<file path="src/rtl/aes_decrypt_sequencer.sv">
// AES-128 inverse-cipher control FSM: key expansion, ciphertext load,
// then per-round InvShiftRows/InvSubBytes/AddRoundKey/InvMixColumns.
// Ports: clk_clk, reset_reset_n (async low); start, ks_done in;
//   ks_start, state_ld_init, state_we, op_sel[2:0], mix_col[1:0],
//   rk_idx[3:0], busy, done out (Moore, all 0 in reset/IDLE).
module aes_decrypt_sequencer #(
  parameter int NROUNDS = 10,
  parameter int SUB_LAT = 1
) (
  input  logic       clk_clk,
  input  logic       reset_reset_n,
  input  logic       start,
  input  logic       ks_done,
  output logic       ks_start,
  output logic       state_ld_init,
  output logic       state_we,
  output logic [2:0] op_sel,
  output logic [1:0] mix_col,
  output logic [3:0] rk_idx,
  output logic       busy,
  output logic       done
);

  localparam logic [2:0] OP_NOP   = 3'd0;
  localparam logic [2:0] OP_ADDK  = 3'd1;
  localparam logic [2:0] OP_ISHF  = 3'd2;
  localparam logic [2:0] OP_ISUB  = 3'd3;
  localparam logic [2:0] OP_IMIX  = 3'd4;

  localparam logic [3:0] RK_TOP   = 4'(NROUNDS);
  localparam logic [1:0] SUB_LAST = 2'(SUB_LAT);

  typedef enum logic [3:0] {
    S_IDLE,
    S_KEYEXP,
    S_INIT,
    S_ARK0,
    S_ISR,
    S_ISB,
    S_ARK,
    S_IMC,
    S_FISR,
    S_FISB,
    S_FARK,
    S_DONE
  } state_t;

  state_t     st, st_nx;
  logic [3:0] rnd, rnd_nx;
  // cnt: ISB wait cycle or IMC column, depending on state
  logic [1:0] cnt, cnt_nx;
  logic       ke_first, ke_first_nx;
  logic       run;

  always_ff @(posedge clk_clk or negedge reset_reset_n) begin
    if (!reset_reset_n) begin
      st       <= S_IDLE;
      rnd      <= 4'd0;
      cnt      <= 2'd0;
      ke_first <= 1'b0;
    end else begin
      st       <= st_nx;
      rnd      <= rnd_nx;
      cnt      <= cnt_nx;
      ke_first <= ke_first_nx;
    end
  end

  assign run = (st != S_IDLE) && (st != S_DONE);

  always_comb begin
    st_nx       = st;
    rnd_nx      = rnd;
    cnt_nx      = cnt;
    ke_first_nx = 1'b0;
    unique case (st)
      S_IDLE: begin
        rnd_nx = 4'd0;
        cnt_nx = 2'd0;
        if (start) begin
          st_nx       = S_KEYEXP;
          ke_first_nx = 1'b1;
        end
      end
      S_KEYEXP: if (ks_done) st_nx = S_INIT;
      S_INIT:   st_nx = S_ARK0;
      S_ARK0: begin
        st_nx  = S_ISR;
        rnd_nx = RK_TOP - 4'd1;
      end
      S_ISR: begin
        st_nx  = S_ISB;
        cnt_nx = 2'd0;
      end
      S_ISB: begin
        if (cnt == SUB_LAST) begin
          st_nx  = S_ARK;
          cnt_nx = 2'd0;
        end else begin
          cnt_nx = cnt + 2'd1;
        end
      end
      S_ARK: begin
        st_nx  = S_IMC;
        cnt_nx = 2'd0;
      end
      S_IMC: begin
        cnt_nx = cnt + 2'd1;
        if (cnt == 2'd3) begin
          cnt_nx = 2'd0;
          // last middle round leaves rnd at 1; never decremented to 0
          if (rnd > 4'd1) begin
            rnd_nx = rnd - 4'd1;
            st_nx  = S_ISR;
          end else begin
            st_nx  = S_FISR;
          end
        end
      end
      S_FISR: begin
        st_nx  = S_FISB;
        cnt_nx = 2'd0;
      end
      S_FISB: begin
        if (cnt == SUB_LAST) begin
          st_nx  = S_FARK;
          cnt_nx = 2'd0;
        end else begin
          cnt_nx = cnt + 2'd1;
        end
      end
      S_FARK: st_nx = S_DONE;
      S_DONE: if (!start) st_nx = S_IDLE;
      default: st_nx = S_IDLE;
    endcase
    // dropping start aborts any in-flight run
    if (run && !start) begin
      st_nx       = S_IDLE;
      rnd_nx      = 4'd0;
      cnt_nx      = 2'd0;
      ke_first_nx = 1'b0;
    end
  end

  always_comb begin
    ks_start      = 1'b0;
    state_ld_init = 1'b0;
    state_we      = 1'b0;
    op_sel        = OP_NOP;
    mix_col       = 2'd0;
    rk_idx        = 4'd0;
    busy          = run;
    done          = (st == S_DONE);
    unique case (st)
      S_KEYEXP: ks_start = ke_first;
      S_INIT:   state_ld_init = 1'b1;
      S_ARK0: begin
        op_sel   = OP_ADDK;
        rk_idx   = RK_TOP;
        state_we = 1'b1;
      end
      S_ISR, S_FISR: begin
        op_sel   = OP_ISHF;
        state_we = 1'b1;
      end
      S_ISB, S_FISB: begin
        op_sel   = OP_ISUB;
        state_we = (cnt == SUB_LAST);
      end
      S_ARK: begin
        op_sel   = OP_ADDK;
        rk_idx   = rnd;
        state_we = 1'b1;
      end
      S_IMC: begin
        op_sel   = OP_IMIX;
        mix_col  = cnt;
        rk_idx   = rnd;
        state_we = 1'b1;
      end
      S_FARK: begin
        op_sel   = OP_ADDK;
        state_we = 1'b1;
      end
      default: ;
    endcase
  end

endmodule

</file>
<file path="config.mk">
export PLATFORM = sky130hd
export DESIGN_NAME = aes_decrypt_sequencer
export DESIGN_NICKNAME = d
export VERILOG_FILES = /design/src/rtl/aes_decrypt_sequencer.sv
export SDC_FILE = /design/constraint.sdc
export NUM_CORES = 1
export LEC_CHECK = 0
export ABC_AREA = 1
export CAP_MARGIN = 20
export CORE_ASPECT_RATIO = 2
export CORE_MARGIN = 8
export CORE_UTILIZATION = 40
export DETAILED_ROUTE_END_ITERATION = 16
export MAX_ROUTING_LAYER = met4
export PLACE_DENSITY = 0.59
export REMOVE_ABC_BUFFERS = 1
export SLEW_MARGIN = 15
export SYNTH_ARGS = -nofsm -noshare
export SYNTH_HDL_FRONTEND = slang
export SYNTH_SLANG_ARGS = --single-unit
</file>
<file path="constraint.sdc">
create_clock -name clk_clk -period 1.6 [get_ports clk_clk]
set_input_delay 0.32 -clock clk_clk [delete_from_list [all_inputs] [get_ports clk_clk]]
set_output_delay 0.32 -clock clk_clk [all_outputs]
set_load 0.1 [all_outputs]
</file>
# Word-level counts from Yosys, hierarchy flattened
# Cells that the tools add are included.
[classes] addsub=2 order_cmp=1 eq_ne=21 muxes=26 n_reduce_logical=15
[ops] cell="$pmux 4 s12" count=1
[ops] cell="$mux 4" count=11
[ops] cell="$ne 3x3->1 const B" count=6
[ops] cell="$eq 4x3->1 const B" count=4
[ops] cell="$eq 4x4->1 const B" count=4
[ops] cell="$pmux 3 s4" count=1
[ops] cell="$pmux 4 s3" count=1
[ops] cell="$reduce_bool 4->1" count=3
[ops] cell="$eq 4x2->1 const B" count=2
[ops] cell="$mux 2" count=4
[ops] cell="$pmux 4 s2" count=1
[ops] cell="$pmux 2 s3" count=1
[ops] cell="$reduce_and 6->1" count=1
[ops] cell="$reduce_or 2->1" count=3
[ops] cell="$reduce_or 6->1" count=1
[ops] cell="$mux 1" count=5
[ops] cell="$eq 4x1->1 const B" count=1
[ops] cell="$gt 4x1->1 const B" count=1
[ops] cell="$logic_not 4->1" count=1
[ops] cell="$ne 4x4->1 const B" count=1
[ops] cell="$reduce_or 4->1" count=1
[ops] cell="$sub 4x1->4 const B" count=1
[ops] cell="$ne 3x2->1 const B" count=1
[ops] cell="$reduce_and 3->1" count=1
[ops] cell="7 further kinds" count=8
[word_totals] regBits=11 in_bits=4 output_inout_bits=14 wordCells=69

# Longest topological paths before layout
[logic_depth] word_depth=5 depth_mapped=11

# Least setup slack after synthesis
# Ideal clock, no wire load.
[synth_path] kind="reg2out" startpoint="reg st[3]" endpoint="out rk_idx[1]" arrival_ns=2.858 required_time_ns=1.280 setup_slack_ns=-1.578 path_stages_with_launch=5 path_buffers=1 cell_sequence="dfrtp_1 buf_6 nor2_2 nand2_1 o21ai_0"
[synth_between] elab_chain_cells=3 word_cells_on_any_way=5 cone_classes="eq/ne: 3; mux: 1; reduce/logical: 1"
[synth_lines] item="from (decl)" line="48" rtl="state_t st, st_nx;"
[synth_lines] item="from (signal assigned)" line="62" rtl="st <= st_nx;"
[synth_lines] item="$eq 4x3->1" line="154" rtl="unique case (st)"
[synth_lines] item="$reduce_or 2->1 (no source line)"
[synth_lines] item="$pmux 4 s2 *" line="154"
[synth_lines] item="to (decl)" line="19" rtl="output logic [3:0] rk_idx,"
# Mark *: on every way between the ends. The rest lies on a longest branch, timed or not.

# Final worst setup path
[layout_path] startpoint="reg st[1]" endpoint="out op_sel[0]"
[layout_between] elab_chain_cells=3 word_cells_on_any_way=12 cone_classes="eq/ne: 8; mux: 1; reduce/logical: 3"
[layout_lines] item="$eq 4x4->1 (tied with other cells)" line="154"
[layout_lines] item="$reduce_or 3->1 (no source line) (tied with other cells)"
[layout_lines] item="$pmux 3 s4 *" line="154"
[layout_lines] item="to (decl)" line="17" rtl="output logic [2:0] op_sel,"
# Marked as above.

==> flow_summary.yaml <==
clock_network:
  cts_tree: "done"
  path_clk_slew_ps: 60
  htree_num_levels: 1
  hold_buffers: 0
  clk_latency_ps: 250
  cts_buffers: 3
  clkSinkCount: 11
  root_buffer: "clkbuf_8"
  cts_buffer_depth: 2
global_route:
  grt_use_met2_pct: 31.7
  overflow: 0
  grt_pass1_vias: 1405
  antenna_found_initial: 0
  grt_pass1_wl_mm: 6.07
  grt_max_degree: 12
  top_usage_layer: "met2"
  met3_usage_pct: 2.86
  grt_usage_pct: 17.5
  use_met1_pct: 15.2
critical_path:
  r2r-start: "st[0]"
  critPathBufInv: 4
  max_stage_delay_ps: 500
  cp.required_ps: 1280
  worst_path_max_delay_cell: "dfrtp_2"
  regToRegSetupSlack_ps: -20
  worstSetupPathType: "reg -> out"
  critPathCaptureType: "output port"
  crit_fanout: 7
  r2r_end: "st[2]"
  r2r_cells: 9
  worstPathArrival_ps: 1470
  cp_cell_sequence: "nand2_4, inv_8, nor2_4, inv_2, o21ai_2, buf_4, buf_12"
  cp-start-kind: "flip-flop"
  cp_top_family: "flip-flops"
route:
  dr.first_iter.drc_count: 46
  via_count: 1367
  dr.pass1.iters: 4
  routed_wl_mm: 3.97
  avgViaCountPerCell: 5.28
  ant_nets: 0
  drc: 0
  wire_per_inst_um: 15.3
yosys:
  syn_area_um2: 1060
  synth_edf_count: 0
  yosys.area.top_type_share_pct: 26.1
  synth_top_flop_cell: "dfrtp_1"
  yosys_warnings: 0
  synth_cell_types: 24
  yosys-top-cells-count: "nand2_1 (54), nor2_1 (22), inv_1 (21)"
  synth.largest_area_cell: "dfrtp_1"
  synthTopCellsByArea: "dfrtp_1 (26%), nand2_1 (19%), nor2_1 (7.8%)"
  synth.avg_cell_area_um2: 6.29
  ys_async_sr_fraction_pct: 100
  synth_cells: 168
  synth_most_common_cell: "nand2_1"
  ys_seq_area_share_pct: 26.1
  ys_ff_latch: 11
timing:
  rsz0062_at_grt: "yes"
  finClkSkew_ps: 7.00
  min_period_ps: 1790
  fin_crit_sh_pct: 112
  setup_viol: 16
  holdWs_ps: 452
  worst_pin_slew_ps: 610
  hold_viol: 0
  maxSlewViolCount: 0
  fmax_ghz: 0.557
  slew_headroom_pct: 59.2
  setup_ws_ps: -194
job:
  maxCapViolCount: 0
placement:
  place_congestion: 0.863
  post-place-cells: 236
  dp_hpwl_mm: 2.65
  portBuffers: 17
  dp_slack_ps: -90.8
finish:
  finalNetCount: 241
  drive_gt1_share_pct: 51.5
  diodes: 0
  stdcell_count: 259
  fillers: 164
  areaGrowthSynthToFinish_pct: 87.8
floorplan:
  coreArea_um2: 2540
  io_pins: 18
  die_h_um: 88.7
  die_area_um2: 4640
  rows: 26
  fp.dieW_um: 52.3
  start_util_pct: 41.6
power_and_ir_drop:
  irDropWorstVdd_mv: 1.21
  p_per_area_nw_per_um2: 2080
  leakage_nw: 1.02
hold_path:
  hp-class: "in -> async"
outcome:
  outcome: "finished, violations left"
  violations: "setup timing"
-- how the worst max path moves through the flow --
stage               start         to  slack [ps]  cells past startpoint
finish              st[1]  op_sel[0]        -190                      7
global placement    start      st[3]         -70                      7
detailed placement  start      st[1]         -90                      7
floorplan           st[2]  rk_idx[1]       -1600                      4
CTS                 st[1]  op_sel[0]        -170                      7
global route        st[1]  op_sel[0]        -250                      7
-- final cells by class --
type | count | area, um^2 | share of cell area [%]
Clock buffer | 4 | 45.0 | 2.27
Inverter | 23 | 98.8 | 4.98
Multi-Input combinational cell | 130 | 865 | 43.6
Sequential cell | 11 | 280 | 14.1
Tap cell | 28 | 35.0 | 1.77
Timing Repair Buffer | 63 | 659 | 33.2
-- power breakdown --
group	switching (mW)	total [mW]	internal (mW)
combinational	1.98	3.29	1.31
clock	0.126	0.302	0.176
sequential	0.150	0.531	0.381
-- cell usage in the layout (no fill, tap or decap), drive strengths merged --
master and count:
nor3 1, nand3b 3, clkbuf 4, nand4 4, or2 1, xor2 1, nand3 12, dfrtp 11
nor2 26, clkdlybuf4s50 3, o221ai 1, buf 60, nand2 61, a21oi 4, o21ai 10, and3 1
ha 5, inv 23
-- kinds of logic after synthesis --
logic type	count (synthesis)	share of synthesized area [%]
simple gates	109	46.6
compound gates	15	8.18
flops	11	26.1
fa+ha+maj	5	5.92
buf+inv	27	12.4
xor+xnor	1	0.830
-- flip-flops by register name, summed over array words and instances, names as in the netlist --
name      count
rnd           4
cnt           2
ke_first      1
st            4
-- per-stage QoR --
stage,power [mW],TNS (ps),utilization [%],instance area [um^2]
CTS,3.69,-1530,70.0,1780
global route,4.37,-2850,78.2,1980
detailed placement,3.08,-549,61.4,1560
global placement,3.04,-403,61.4,1560
finish,4.12,-1760,78.2,1980
floorplan,2.06,-12410,-,1010
-- metal layers --
metal / share of wire (%) / wire, um
met1: 34 / 1340
met2: 55 / 2170
met4: 7.5 / 299
met3: 4.1 / 163
met5: 0 / 0
-- what timing repair did --
item	4_1_cts	5_1_grt
pin swaps	5	13
endpoints found under the hold margin	0	0
resized for setup	47	26
buffers inserted	6	13
endpoints found under the setup margin	21	24
(Power assumes the default switching activity.)
